## src/rtl/disp_mux_pwm.sv

```systemverilog
// disp_mux_pwm: time-multiplexed common-anode seven-segment driver with brightness PWM,
//   per-digit enable/blink, inter-digit dead time and frame-synchronous input shadowing.
// Latency: 1 cycle from counter/shadow state to the registered an/sseg outputs.
// Backpressure: none; free-running scan, inputs are sampled once per frame.
// Optional feature macro: DISP_MUX_PWM_LAMP_TEST_EN adds a lamp_test input (all segments on).

`default_nettype none

module disp_mux_pwm #(
  parameter int N_DIGITS     = 8,
  parameter int SUB_CYC      = 1024,
  parameter int BLINK_FRAMES = 32
) (
  input  logic                  clk,
  input  logic                  reset,
  input  logic [8*N_DIGITS-1:0] segs_in,
  input  logic [N_DIGITS-1:0]   digit_en,
  input  logic [N_DIGITS-1:0]   blink_en,
  input  logic [3:0]            brightness,
`ifdef DISP_MUX_PWM_LAMP_TEST_EN
  input  logic                  lamp_test,
`endif
  output logic [N_DIGITS-1:0]   an,
  output logic [7:0]            sseg,
  output logic                  frame_start
);

  // Counter widths; SUB_CYC = 1 still gets a 1-bit counter that simply stays at 0.
  localparam int CYC_W = (SUB_CYC > 1) ? $clog2(SUB_CYC) : 1;
  localparam int DIG_W = $clog2(N_DIGITS);
  localparam int FRM_W = $clog2(2 * BLINK_FRAMES);

  localparam logic [CYC_W-1:0] CYC_LAST = CYC_W'(SUB_CYC - 1);
  localparam logic [DIG_W-1:0] DIG_LAST = DIG_W'(N_DIGITS - 1);
  localparam logic [FRM_W-1:0] FRM_LAST = FRM_W'(2 * BLINK_FRAMES - 1);
  localparam logic [FRM_W-1:0] FRM_HALF = FRM_W'(BLINK_FRAMES);

  // Scan position: cycle within subslot, subslot within digit slot, digit within frame.
  logic [CYC_W-1:0] cyc;
  logic [3:0]       sub;
  logic [DIG_W-1:0] dig;
  // Blink frame counter: first half of its range is the "on" phase.
  logic [FRM_W-1:0] frm;

  // Frame shadow registers; only these feed the display path.
  logic [N_DIGITS-1:0][7:0] seg_sh;
  logic [N_DIGITS-1:0]      en_sh;
  logic [N_DIGITS-1:0]      blink_sh;
  logic [3:0]               br_sh;
  logic                     phase_sh;
`ifdef DISP_MUX_PWM_LAMP_TEST_EN
  logic                     lt_sh;
`endif

  // Combinational helpers.
  logic                frame_load;
  logic                lit;
  logic [7:0]          seg_sel;
  logic [N_DIGITS-1:0] dig_onehot;

  // Frame boundary is the single scan state (0,0,0); the edge leaving it reloads the shadows.
  assign frame_load = (dig == '0) && (sub == 4'd0) && (cyc == '0);
  assign dig_onehot = {{(N_DIGITS-1){1'b0}}, 1'b1} << dig;

  // Scan counters: cyc -> sub -> dig cascade, each wrapping into the next.
  always_ff @(posedge clk) begin
    if (reset) begin
      cyc <= '0;
      sub <= 4'd0;
      dig <= '0;
    end else if (cyc == CYC_LAST) begin
      cyc <= '0;
      if (sub == 4'd15) begin
        sub <= 4'd0;
        dig <= (dig == DIG_LAST) ? '0 : dig + 1'b1;
      end else begin
        sub <= sub + 4'd1;
      end
    end else begin
      cyc <= cyc + 1'b1;
    end
  end

  // Frame load: capture all display inputs at once so no digit shows a half-updated frame;
  // the blink phase is taken from the frame counter before it advances.
  always_ff @(posedge clk) begin
    if (reset) begin
      seg_sh   <= '1;
      en_sh    <= '0;
      blink_sh <= '0;
      br_sh    <= 4'd0;
      phase_sh <= 1'b0;
      frm      <= '0;
    end else if (frame_load) begin
      seg_sh   <= segs_in;
      en_sh    <= digit_en;
      blink_sh <= blink_en;
      br_sh    <= brightness;
      phase_sh <= (frm >= FRM_HALF);
      frm      <= (frm == FRM_LAST) ? '0 : frm + 1'b1;
    end
  end

`ifdef DISP_MUX_PWM_LAMP_TEST_EN
  // Lamp test request is also frame-synchronous.
  always_ff @(posedge clk) begin
    if (reset) begin
      lt_sh <= 1'b0;
    end else if (frame_load) begin
      lt_sh <= lamp_test;
    end
  end
`endif

  // Lit decision: subslot 0 is dead time; subslots 1..br_sh are on; blink blanks in phase 1.
  always_comb begin
    lit     = (sub != 4'd0) && (sub <= br_sh) && en_sh[dig] && !(blink_sh[dig] && phase_sh);
    seg_sel = seg_sh[dig];
`ifdef DISP_MUX_PWM_LAMP_TEST_EN
    if (lt_sh) begin
      lit     = (sub != 4'd0);
      seg_sel = 8'h00;
    end
`endif
  end

  // Registered pin drivers; at most one anode low because dig_onehot has a single bit set.
  always_ff @(posedge clk) begin
    if (reset) begin
      an          <= '1;
      sseg        <= 8'hFF;
      frame_start <= 1'b0;
    end else begin
      an          <= lit ? ~dig_onehot : '1;
      sseg        <= lit ? seg_sel : 8'hFF;
      frame_start <= frame_load;
    end
  end

endmodule

`default_nettype wire

```

## config.mk

```make
export PLATFORM = sky130hd
export DESIGN_NAME = disp_mux_pwm
export DESIGN_NICKNAME = d
export VERILOG_FILES = /design/src/rtl/disp_mux_pwm.sv
export SDC_FILE = /design/constraint.sdc
export NUM_CORES = 1
export LEC_CHECK = 0
export CORE_MARGIN = 2
export CORE_UTILIZATION = 52
export DETAILED_ROUTE_END_ITERATION = 7
export HOLD_SLACK_MARGIN = 0.1
export PLACE_DENSITY = 0.8
export SLEW_MARGIN = 15
export SYNTH_ARGS = -nofsm -noshare
export SYNTH_HDL_FRONTEND = slang
export SYNTH_SLANG_ARGS = --single-unit
```

## constraint.sdc

```tcl
create_clock -name clk -period 5.3 [get_ports clk]
set_input_delay 0.795 -clock clk [delete_from_list [all_inputs] [get_ports clk]]
set_output_delay 0.795 -clock clk [all_outputs]
set_load 0.01 [all_outputs]
```

## Word-level counts from Yosys, hierarchy flattened

Index checks and enable logic that the tools add are counted.

| storage, ports and cells | value |
|---|---|
| register bits after elaboration | 125 |
| output and inout port bits | 17 |

| cells by class | value |
|---|---|
| $add $sub $neg | 4 |
| $lt $le $gt $ge | 3 |
| equality and inequality tests | 4 |
| shifts and indexed selects | 1 |
| mux-type cells | 9 |
| bitwise operators | 2 |
| reductions and logical operators | 14 |

Operators with widths:

| kind | number |
|---|---|
| $bmux W8 S3 | 1 |
| $add A10 B1 Y10 const B | 1 |
| $eq A10 B10 Y1 const B | 1 |
| $logic_not A10 Y1 | 1 |
| $mux W8 | 1 |
| $not A8 Y8 | 1 |
| $shl A1 B3 Y8 const A | 1 |
| $add A6 B1 Y6 const B | 1 |
| $bmux W1 S3 | 2 |
| $eq A6 B6 Y1 const B | 1 |
| $ge A6 B6 Y1 const B | 1 |
| $logic_and A1 B1 Y1 | 6 |
| $mux W6 | 1 |
| $add A4 B1 Y4 const B | 1 |
| $eq A4 B4 Y1 const B | 1 |
| $le A4 B4 Y1 | 1 |
| $logic_not A4 Y1 | 1 |
| $lt A3 B4 Y1 const B | 1 |
| $mux W4 | 1 |
| $reduce_bool A4 Y1 | 1 |
| $reduce_or A2 Y1 | 2 |
| $add A3 B1 Y3 const B | 1 |
| $eq A3 B3 Y1 const B | 1 |
| $logic_not A3 Y1 | 1 |
| other kinds (5) | 6 |

## Depth between registers and ports, before layout

| logic depth | value |
|---|---|
| depth in word-level cells | 7 |
| mapped depth | 12 |
| gate-level depth less buffers | 7 |

## Worst setup path after synthesis

OpenSTA, ideal clock, no wires.

| path | value |
|---|---|
| path kind | reg-to-reg |
| start point | register dig[1] |
| end point | register seg_sh[12] (netlist bit) |
| setup time | 0.062 ns |
| arrival | 2.426 ns |
| data required time | 5.238 ns |
| setup slack | 2.812 ns |
| cell stages (with the launch flop) | 13 |
| buffers on the path | 5 |
| cells stage by stage | dfxtp_1 buf_2 buf_2 buf_1 inv_1 ha_1 or3b_1 nor2_1 nand3_1 clkbuf_1 clkbuf_1 nand2_1 nand3b_1 |

| between the ends | value |
|---|---|
| longest elaborated chain between the ends | 3 |

RTL lines:

| item | line | source |
|---|---|---|
| from (decl) | 41 | `logic [DIG_W-1:0] dig;` |
| from (signal assigned) | 75 | `dig <= (dig == DIG_LAST) ? '0 : dig + 1'b1;` |
| $logic_not A3 Y1 | 62 | `assign frame_load = (dig == '0) && (sub == 4'd0) && (cyc == '0);` |
| $logic_and A1 B1 Y1 (2 in series) | 62 |  |
| to (signal assigned) | 95 | `seg_sh <= segs_in;` |
| to (decl) | 46 | `logic [N_DIGITS-1:0][7:0] seg_sh;` |

No other way between the ends.
A chain may end at the register's enable or synchronous reset.

## Final worst setup path

| path | value |
|---|---|
| start point | register dig[2] |
| end point | register an[4] |

| between the ends | value |
|---|---|
| longest elaborated chain between the ends | 7 |
| elaborated cells on any way between the ends | 12 |

RTL lines:

| item | line | source |
|---|---|---|
| $bmux W1 S3 | 117 | `lit = (sub != 4'd0) && (sub <= br_sh) && en_sh[dig] && !(blink_sh[dig] && phase_sh);` |
| $mux W1 (not written as such) | 117 |  |
| $logic_and A1 B1 Y1 | 117 |  |
| $logic_not A1 Y1 | 117 |  |
| $logic_and A1 B1 Y1 | 117 |  |
| $not A1 Y1 (no source line) | -- |  |
| $reduce_or A2 Y1 (no source line) | -- |  |
| to (signal assigned) | 134 | `an <= lit ? ~dig_onehot : '1;` |
| to (decl) | 23 | `output logic [N_DIGITS-1:0] an,` |

Several ways; a longest one is shown, not always the timed one. The select of a mux whose other input is x is not followed.

==> flow_summary.toml <==
[final_layout]
finalInstanceArea_um2 = 7120
num-fill-cells = 767
n_antenna_cell = 0
layout-drive-gt1-share = 0.101
synthToLayoutAreaGrowth_pct = 30.7
final_nets = 792

[route]
vias = 4462
ant_nets = 0
first_iter_violations = 278
detail_route.vias_per_cell = 5.32
firstDrtPassIters = 5
post_drt_wl_per_cell_um = 14.9
post-route-drc-count = 0
totalWireLength_um = 12500

[floorplanning]
start_util = 0.532
ios = 103
die_x_um = 106
dieArea_um2 = 11300
die_h_um = 106
coreArea_um2 = 10200
rows = 37

[clock_tree]
clock_sinks = 125
cts.repair.resized = 0
cts_root_buffer = "clkbuf_8"
holdBufCountCts = 0
cts_tree = "built"
cts_buffers = 17
cts_setup_buffers = 0
clk_latency_ns = 0.51
h-tree-depth = 4
clockBufferDepth = 2
clk_pin_slew_ns = 0.06

[synthesis]
synth_top_cell_by_area = "dfxtp_1"
synth-seq-cells = 125
netlist_area_um2 = 5440
synth_common_cells = "nand2_1 (198), dfxtp_1 (125), nand3b_1 (64)"
syn_nets = 710
synth.area.top_cells = "dfxtp_1 (46%), nand2_1 (14%), nand3b_1 (8.8%)"
syn_area_per_cell_um2 = 8.95
synth_top_area_frac = 0.460
async_flop_share = 0
synth_cells = 608
synth_cell_types = 44
yosys_warnings = 0
ys_seq_area_frac = 0.460
synth_edf_count = 0
synth_most_common_cell = "nand2_1"
synth_flop_cell = "dfxtp_1"

[place]
gp_congestion = 0.784
dpl_cell_area_um2 = 6500
io_buffers = 102
dp_hpwl_um = 8170

[sta]
worstMarginPinSlew_ns = 1.16
finalHoldViolCount = 0
period_share = 0.607
fin_skew_ns = 0.0114
slew_viol_final = 0
grt_setup_unrepaired = "false"
fin_setup_tns_ns = 0
fin_crit_ns = 3.22
finalSetupViolations = 0
fmax_mhz = 311
slew_headroom = 0.218

[critical_path]
crit_arrival_ns = 3.54
r2r-start = "dig[2]$_SDFFE_PP0P_"
crit_required_ns = 5.63
reg2reg_slack_ns = 2.08
slowest_delay_ns = 0.97
crit_type = "reg -> reg"
reg2reg_depth = 5
worst_setup_path_start_kind = "flip-flop"
cp_slowest_cell = "nor4_4"
worstPathMaxFanout = 19
cp-end-kind = "flip-flop"
r2r-end = "an[4]$_SDFF_PP1_"
crit_chain = "inv_1 > a32oi_1 > nand4b_1 > nor4_4 > nand3_1"

[worst_hold_path]
min-delay-start = "en_sh[3]$_SDFFE_PP0P_"
whs_endpoint = "en_sh[3]$_SDFFE_PP0P_"
hp-class = "reg -> reg"
hold_path_depth = 2

[power_and_ir_drop]
p_leak_uw = 0.00282
power_density_nw_per_um2 = 367
vdd.ir_drop.worst_mv = 0.219

[global_route]
first_global_vias = 4481
antenna_found_initial = 0
grt_overflow = 0
grt_pass1_wl_um = 21100
grt_max_degree = 106
track_usage = 0.233

[status]
status = "finished clean"

[run]
maxCapViolCount = 0
-- final cells by class --
class,count,area (um^2),share of cell area
clock inverter,13,188,0.0264
inverter,14,52.6,0.00739
multi-input combinational,427,2720,0.382
tap,136,170,0.0239
clock buffer,19,432,0.0607
sequential,125,2500,0.352
timing repair buffer,105,1050,0.148
-- where the power goes --
group | internal, uW | switching (uW)
sequential | 1030 | 45.5
clock | 778 | 418
combinational | 168 | 173
-- sequential cells by signal (all words and copies together), names as in the netlist --
register	count
blink_sh	8
en_sh	8
seg_sh	64
cyc	10
frm	6
an	8
sub	4
br_sh	4
frame_start	1
sseg	8
phase_sh	1
dig	3
-- worst max-delay path by stage --
stage / start / endpoint / slack (ns) / cells after the start
final: dig[2]$_SDFFE_PP0P_ / an[4]$_SDFF_PP1_ / 2.08 / 5
after global routing: dig[0]$_SDFFE_PP0P_ / frm[4]$_SDFFE_PP0P_ / 1.86 / 8
after CTS: dig[0]$_SDFFE_PP0P_ / frm[4]$_SDFFE_PP0P_ / 2.11 / 8
after detailed placement: dig[0]$_SDFFE_PP0P_ / frm[4]$_SDFFE_PP0P_ / 2.12 / 8
after global placement: dig[0]$_SDFFE_PP0P_ / frm[4]$_SDFFE_PP0P_ / 2.18 / 8
after floorplan: dig[1]$_SDFFE_PP0P_ / seg_sh[12]$_SDFFE_PP1P_ / 2.81 / 12
-- worst max-delay path: cells and delay by family, from the launching register on --
kind                   cells  cell delay, ns
AND/OR/NAND/NOR            3            1.37
AO/OA/AOI/OAI              1            0.33
buffers and inverters      1            0.51
flip-flops                 1            0.81
-- cell families after synthesis --
family                   Yosys count  synth area share
AO/OA/AOI/OAI                     37            0.0421
XOR/XNOR                          11            0.0177
adder cells (fa/ha/maj)           16            0.0368
buffers and inverters             56            0.0460
flip-flops                       125             0.460
multiplexers                      25            0.0876
AND/OR/NAND/NOR                  338             0.310
-- routing by layer --
layer  up-vias  routed length [um]  GRT usage
met5         -                   0          0
met4         0                 165     0.0742
met3        15                 663     0.0478
met2       150                6340      0.396
li1       2195                   -          -
met1      2102                5350      0.297
-- cell usage in the layout, fill, tap and decap left out, drive strengths merged, types with 5 or more instances in the layout --
master | Yosys | routed
ha | 16 | 16
clkdlybuf4s50 | 0 | 101
nand2 | 200 | 200
inv | 14 | 16
clkbuf | 23 | 19
dfxtp | 125 | 125
xnor2 | 5 | 5
a21oi | 25 | 25
xor2 | 6 | 6
nand3 | 23 | 23
nor2 | 24 | 24
nand3b | 64 | 64
mux4 | 18 | 18
mux2i | 6 | 6
-- metrics by stage --
stage                util  hold WS, ns  std cells  setup slack (ns)  total power (uW)
finish              0.695        0.453        839              2.08              2610
global route        0.695        0.487        839              1.86              2720
CTS                 0.695        0.453        839              2.11              2620
detailed placement  0.635        0.445        807              2.12              1430
global placement    0.635        0.435        807              2.18              1410
floorplan               -        0.427        608              2.81              1300
No activity file was read; power rests on OpenSTA's default activity.
